### config.mk
export PLATFORM = sky130hd
export DESIGN_NAME = param_inst_queue_flat
export DESIGN_NICKNAME = d
export VERILOG_FILES = /design/src/rtl/param_inst_queue_if.sv /design/src/rtl/param_inst_queue.sv /design/src/flat_wrapper.sv
export SDC_FILE = /design/constraint.sdc
export NUM_CORES = 2
export LEC_CHECK = 0
export CAP_MARGIN = 20
export CORE_ASPECT_RATIO = 1.25
export CORE_UTILIZATION = 45
export DETAILED_ROUTE_END_ITERATION = 16
export GPL_ROUTABILITY_DRIVEN = 0
export PLACE_DENSITY = 0.67
export SLEW_MARGIN = 20
export SYNTH_ARGS = -nofsm -noshare
export SYNTH_HDL_FRONTEND = slang
export SYNTH_SLANG_ARGS = --single-unit
### constraint.sdc
create_clock -name clk -period 9.1 [get_ports clk]
set_clock_uncertainty 0.1 [all_clocks]
set_input_delay 2.73 -clock clk [delete_from_list [all_inputs] [get_ports clk]]
set_output_delay 2.73 -clock clk [all_outputs]
set_load 0.05 [all_outputs]
### src/rtl/param_inst_queue_if.sv
// Handshake bundle for param_inst_queue: producer/consumer request signals in, data and status out.
// Handshake rule: enqueue is taken when !full or when a same-cycle dequeue pops;
// dequeue is taken only when !empty. Neither request feeds back combinationally into status.
interface param_inst_queue_if #(
  parameter int DATA_WIDTH = 32,
  parameter int DEPTH      = 64
);
  localparam int CW = $clog2(DEPTH) + 1;

  logic                  flush;
  logic                  enqueue;
  logic [DATA_WIDTH-1:0] wdata;
  logic                  dequeue;
  logic [DATA_WIDTH-1:0] rdata;
  logic                  full;
  logic                  empty;
  logic                  almost_full;
  logic [CW-1:0]         count;
  logic                  ovf_err;
  logic                  udf_err;

  modport master (
    output flush, enqueue, wdata, dequeue,
    input  rdata, full, empty, almost_full, count, ovf_err, udf_err
  );

  modport slave (
    input  flush, enqueue, wdata, dequeue,
    output rdata, full, empty, almost_full, count, ovf_err, udf_err
  );
endinterface

### src/rtl/param_inst_queue.sv
// Parametrised first-word-fall-through circular queue for instruction/micro-op records,
// with synchronous flush, occupancy count and sticky overflow/underflow flags.
module param_inst_queue #(
  parameter int DATA_WIDTH = 32,
  parameter int DEPTH      = 64,
  parameter int AF_THRESH  = DEPTH - 2
) (
  input logic                clk,
  input logic                rst,
  param_inst_queue_if.slave  q
);
  localparam int PW = $clog2(DEPTH);
  localparam int CW = PW + 1;

  logic [DATA_WIDTH-1:0] mem [DEPTH];
  logic [PW-1:0]         head;
  logic [PW-1:0]         tail;
  logic [CW-1:0]         cnt;
  logic                  ovf;
  logic                  udf;
  logic                  is_full;
  logic                  is_empty;
  logic                  push_ok;
  logic                  pop_ok;

  assign is_full  = (cnt == CW'(DEPTH));
  assign is_empty = (cnt == '0);

  // A full queue still accepts a push when the same cycle pops; an empty queue never bypasses.
  assign push_ok = q.enqueue && (!is_full || q.dequeue);
  assign pop_ok  = q.dequeue && !is_empty;

  always_ff @(posedge clk or posedge rst) begin
    if (rst) begin
      head <= '0;
      tail <= '0;
      cnt  <= '0;
      ovf  <= 1'b0;
      udf  <= 1'b0;
    end else if (q.flush) begin
      head <= '0;
      tail <= '0;
      cnt  <= '0;
      ovf  <= 1'b0;
      udf  <= 1'b0;
    end else begin
      if (push_ok) tail <= tail + 1'b1;
      if (pop_ok)  head <= head + 1'b1;
      case ({push_ok, pop_ok})
        2'b10:   cnt <= cnt + 1'b1;
        2'b01:   cnt <= cnt - 1'b1;
        default: cnt <= cnt;
      endcase
      if (q.enqueue && is_full && !q.dequeue) ovf <= 1'b1;
      if (q.dequeue && is_empty)              udf <= 1'b1;
    end
  end

  // Storage is intentionally not reset; stale contents are never visible while empty.
  always_ff @(posedge clk) begin
    if (!rst && !q.flush && push_ok) mem[tail] <= q.wdata;
  end

  assign q.rdata       = mem[head];
  assign q.full        = is_full;
  assign q.empty       = is_empty;
  assign q.almost_full = (cnt >= CW'(AF_THRESH));
  assign q.count       = cnt;
  assign q.ovf_err     = ovf;
  assign q.udf_err     = udf;
endmodule

### src/flat_wrapper.sv
// flat-port wrapper written by rule: the top's interface ports become plain ports
module param_inst_queue_flat 
#(
  parameter int DATA_WIDTH = 32,
  parameter int DEPTH      = 64,
  parameter int AF_THRESH  = DEPTH - 2
)
  (clk, rst, q_flush, q_enqueue, q_wdata, q_dequeue, q_rdata, q_full, q_empty, q_almost_full, q_count, q_ovf_err, q_udf_err);
  param_inst_queue_if #(.DATA_WIDTH(DATA_WIDTH), .DEPTH(DEPTH)) q_i ();
  input logic clk;
  input logic rst;
  input wire logic [$bits(q_i.flush)-1:0] q_flush;
  input wire logic [$bits(q_i.enqueue)-1:0] q_enqueue;
  input wire logic [$bits(q_i.wdata)-1:0] q_wdata;
  input wire logic [$bits(q_i.dequeue)-1:0] q_dequeue;
  output wire logic [$bits(q_i.rdata)-1:0] q_rdata;
  output wire logic [$bits(q_i.full)-1:0] q_full;
  output wire logic [$bits(q_i.empty)-1:0] q_empty;
  output wire logic [$bits(q_i.almost_full)-1:0] q_almost_full;
  output wire logic [$bits(q_i.count)-1:0] q_count;
  output wire logic [$bits(q_i.ovf_err)-1:0] q_ovf_err;
  output wire logic [$bits(q_i.udf_err)-1:0] q_udf_err;
  assign q_i.flush = q_flush;
  assign q_i.enqueue = q_enqueue;
  assign q_i.wdata = q_wdata;
  assign q_i.dequeue = q_dequeue;
  assign q_rdata = q_i.rdata;
  assign q_full = q_i.full;
  assign q_empty = q_i.empty;
  assign q_almost_full = q_i.almost_full;
  assign q_count = q_i.count;
  assign q_ovf_err = q_i.ovf_err;
  assign q_udf_err = q_i.udf_err;
  param_inst_queue #(.DATA_WIDTH(DATA_WIDTH), .DEPTH(DEPTH), .AF_THRESH(AF_THRESH)) u_core (.clk(clk), .rst(rst), .q(q_i));
endmodule
After elaboration in Yosys (flattened, before gate mapping)
Memories as Yosys holds them, arrays and structs flattened.
Cells that the tools add are included.
Widths: inputs -> output; s select.

storage, ports and cells
  register bits after elaboration = 21
  bits in writable memories = 2048
  input port bits = 37
  output and inout port bits = 44
  logic and storage cells = 45
  memories kept = 1

memories
  memory      words  width  rd ports  clocked after Yosys merged registers in  wr ports  line                    RTL
  u_core.mem  64     32     1         0                                        1         param_inst_queue.sv:15  logic [DATA_WIDTH-1:0] mem [DEPTH];

cells by class
  add/sub/neg operators = 4
  magnitude comparators = 1
  equality and inequality tests = 3
  muxes and demuxes = 12
  reductions and logical operators = 19

operators with widths
  cell                 count
  $mux 6               4
  $pmux 7 s2           1
  $add 6x1->6 const B  2
  $reduce_bool 2->1    4
  $add 7x1->7 const B  1
  $eq 7x7->1 const B   1
  $ge 7x6->1 const B   1
  $logic_and 1x1->1    7
  $logic_not 7->1      1
  $mux 7               1
  $sub 7x1->7 const B  1
  $mux 1               6
  $logic_not 1->1      5
  $reduce_bool 3->1    1
  $eq 2x1->1 const B   1
  $eq 2x2->1 const B   1
  $logic_or 1x1->1     1

Logic depth before layout (Yosys ltp)
  depth after elaboration = 7
  gate-level depth with buffers = 13
  gate-level depth less buffers = 12

Worst setup path after synthesis
OpenSTA, ideal clock, no wires.

  kind = reg2out
  start = reg u_core.head[0]
  end = out q_rdata[5]
  data arrival time = 3205 ps
  required time = 6270 ps
  setup slack = 3065 ps
  stages on the path, launching flop included = 10
  path through = dfrtp_1 > buf_6 > buf_6 > buf_4 > buf_4 > mux4_2 > inv_1 > a21oi_1 > nor2_1 > o41ai_1

on the way
  longest elaborated chain between the ends = 1

ends and longest elaborated chain
  item                      line                    RTL
  start: declaration        param_inst_queue.sv:16  logic [PW-1:0] head;
  start signal: assignment  param_inst_queue.sv:48  if (pop_ok) head <= head + 1'b1;
  $mem_v2 64x32             n/a
  end: declaration          flat_wrapper.sv:16      output wire logic [$bits(q_i.rdata)-1:0] q_rdata;

No other way between the ends.

Worst setup path after layout
  start = reg u_core.head[1]
  end = out q_rdata[17]

The elaborated chain is that of the path after synthesis.

==> out/results.ini <==
[cts]
clock_sinks=2069
ctsRootBufferMaster=clkbuf_16
clkSlewWorstSetupHoldPaths_ns=0.06
cts_inserted_buffers=191
post-cts-setup-buffer-count=0
maximum_buffer_depth_of_the_clock_tree=3
cts_resized=0
worstSkewPairLatency_ns=0.84
cts_tree=built
h_tree_level_count=4
cts.hold.buffers_added=0

[global_route]
grt_first_pass_wirelength_um=302700
antenna_found_initial=13
global_route.usage.total_pct=24.61
grt_max_degree=85
gr-total-overflow=0
grt_pass1_vias=38949

[synth]
post_synth_num_cell_types=53
synthTopCellsByArea=edfxtp_1 (78%), mux4_2 (15%), a22oi_1 (0.97%)
synth_seq_cells=2069
async_flop_share_pct=1.015
post-synth-top-count-cell=edfxtp_1
synth-seq-area-share_pct=78.77
synth_cells=3450
synth_common_cells=edfxtp_1 (2048), mux4_2 (518), a22oi_1 (102), nor2_1 (99), o22ai_1 (80)
syn_warnings=0
synth_edf_count=2048
synth.largest_area_cell=edfxtp_1
synthesis.nets=3491
ys.flop_type=edfxtp_1
synthDominantCellAreaShare_pct=78.10
post_synth.cell_area_avg_um2=22.82
syn_area_um2=78750

[worst_setup_path]
r2r-end=u_core.mem[19][8]$_DFFE_PP_
crit_path_max_fanout=38
worst_setup_path_endpoint=q_rdata[17]
critical_path_class=reg -> out
worstPathRequired_ns=6.27
reg2reg_from=u_core.q.count[2]$_DFFE_PP0P_
critical_path.endpoint_type=primary output
setup.worst_path.start=u_core.head[1]$_DFFE_PP0P_
critPathLaunchType=register
r2r_slack_ns=4.68
r2r.worst_path.cells=7
critPathArrivalTime_ns=4.97

[detailed_routing]
route.detailed.wl_per_inst_um=35.08
num_vias=39593
drc=0
first_iter_violations=5570
drt_pre_antenna_iters=7
vias_per_cell=6.407
routed_wl_um=216800
drtAntennaViolNets=0

[sta]
grt_setup_unrepaired=no
fmax_ghz=0.1283
finalSetupTns_ns=0
layout_worst_path_cycle_share_pct=85.67
tightestPinTransition_ns=1.162
timing.final.setup_violations=0
timing.max_slew.rel_slack_pct=22.56
hold_viol=0
layout_min_cycle_time_ns=7.796
slew_violations=0

[final_layout]
post_route_cells_drive_above_1_share_pct=28.08
areaGrowthSynthToFinish_pct=13.91
final_core_utilization_pct=51.63
nNetsFinal=3722

[floorplanning]
floorplan.die_area_um2=176700
pin_count=81
initial_core_util_pct=45.33
die-width_um=376.2
floorplan.rows=171
die_y_um=469.7
core_um2=173700

[power]
power.leakage_nw=26.98
vdd.ir_drop.worst_mv=0.1828
cellPowerDensity_nw_per_um2=253.0

[flow_run]
maxCapViolations=0

[run_status]
result_of_the_run=finished, final reports clean

[place]
place_hpwl_um=124800
placement.io_buffers=80

[min_path]
hold_class=reg -> reg

==> worst min path at each step <==
stage,start,endpoint,slack [ns],cells past startpoint
floorplan,u_core.tail[1]$_DFFE_PP0P_,u_core.tail[1]$_DFFE_PP0P_,0.50,2
global placement,u_core.q.udf_err$_DFFE_PP0P_,u_core.q.udf_err$_DFFE_PP0P_,0.39,2
detailed placement,u_core.q.udf_err$_DFFE_PP0P_,u_core.q.udf_err$_DFFE_PP0P_,0.40,2
CTS,u_core.q.udf_err$_DFFE_PP0P_,u_core.q.udf_err$_DFFE_PP0P_,0.41,2
global route,u_core.q.udf_err$_DFFE_PP0P_,u_core.q.udf_err$_DFFE_PP0P_,0.43,2
finish,u_core.q.udf_err$_DFFE_PP0P_,u_core.q.udf_err$_DFFE_PP0P_,0.41,2
==> cell type report <==
class,instances,area [µm²]
Tap cell,2335,2922
Timing Repair Buffer,237,2225
Clock buffer,230,5009
Multi-Input combinational cell,1173,16220
Sequential cell,2069,62040
Clock inverter,121,1234
Antenna cell,6,15.01
Fill cell,13381,84030
Inverter,9,33.78
==> cell usage in the layout (no fill, tap or decap), types with 6 or more instances in the layout <==
| cell type | count |
|---|---|
| mux2i_1 | 27 |
| a211oi_1 | 9 |
| or4_1 | 20 |
| clkbuf_16 | 193 |
| dfrtp_1 | 16 |
| nor2b_1 | 13 |
| buf_2 | 17 |
| o31ai_1 | 6 |
| clkinvlp_4 | 7 |
| a22oi_1 | 102 |
| xnor2_1 | 8 |
| diode_2 | 6 |
| o22ai_1 | 80 |
| nor2_1 | 34 |
| clkinv_2 | 32 |
| nor3_1 | 52 |
| buf_4 | 145 |
| mux4_2 | 518 |
| nor2_4 | 65 |
| buf_12 | 23 |
| mux2_2 | 12 |
| a21oi_1 | 72 |
| o21ai_0 | 18 |
| nand2_1 | 40 |
| clkdlybuf4s50_1 | 48 |
| clkinv_1 | 47 |
| bufinv_16 | 19 |
| nand3_1 | 12 |
| clkbuf_1 | 33 |
| inv_1 | 7 |
| edfxtp_1 | 2048 |
==> per-stage QoR <==
step	instance area, µm²	instances	total power, mW	hold slack (ns)	worst slack, ns
after floorplan	78750	3450	13.84	0.5001	3.065
after global placement	83230	5816	14.92	0.3941	1.820
after detailed placement	83340	5820	14.94	0.3963	1.984
after CTS	89580	6171	22.85	0.4114	1.164
after global routing	89690	6178	23.37	0.4289	1.213
final	89700	6180	22.70	0.4059	1.304
==> power by group <==
part | total (mW) | internal (mW) | switching, mW | leakage [nW]
sequential | 10.6 | 10.5 | 0.0889 | 18.7
clock | 8.01 | 4.48 | 3.53 | 3.04
combinational | 4.09 | 1.94 | 2.15 | 5.26
==> per-layer routing <==
| metal | global-route usage, % | vias up | share of wire (%) |
|---|---|---|---|
| met5 | 0 | - | 0.020 |
| met4 | 9.259 | 6 | 3.6 |
| met3 | 4.951 | 422 | 10 |
| met2 | 40.01 | 2526 | 50 |
| met1 | 32.92 | 21381 | 37 |
| li1 | - | 15258 | - |
==> critical path, stage by stage, from the launching register on <==
cell and delay, ns:
dfrtp_4 0.78, buf_4 0.44, buf_4 0.60, mux4_2 0.40, a22oi_1 0.20, a21oi_1 0.13
or4_1 0.74, clkdlybuf4s50_1 0.78
==> kinds of logic (layout without fill, tap and decap cells) <==
logic type      count (synthesis)  count (layout)  share of synthesized area (%)
fa+ha+maj                       4               4                        0.06356
buf+inv                       208             597                          1.298
mux                           557             557                          15.33
other cells                     0               6                              0
compound gates                319             319                          2.679
xor+xnor                       12              12                         0.1335
flops                        2069            2069                          78.77
simple gates                  281             281                          1.730
==> state kept, by name (all words and copies together) (netlist names) <==
| register | flops |
|---|---|
| u_core.q.ovf_err | 1 |
| u_core.q.udf_err | 1 |
| u_core.mem | 2048 |
| u_core.q.count | 7 |
| u_core.tail | 6 |
| u_core.head | 6 |
(Power assumes the default switching activity.)
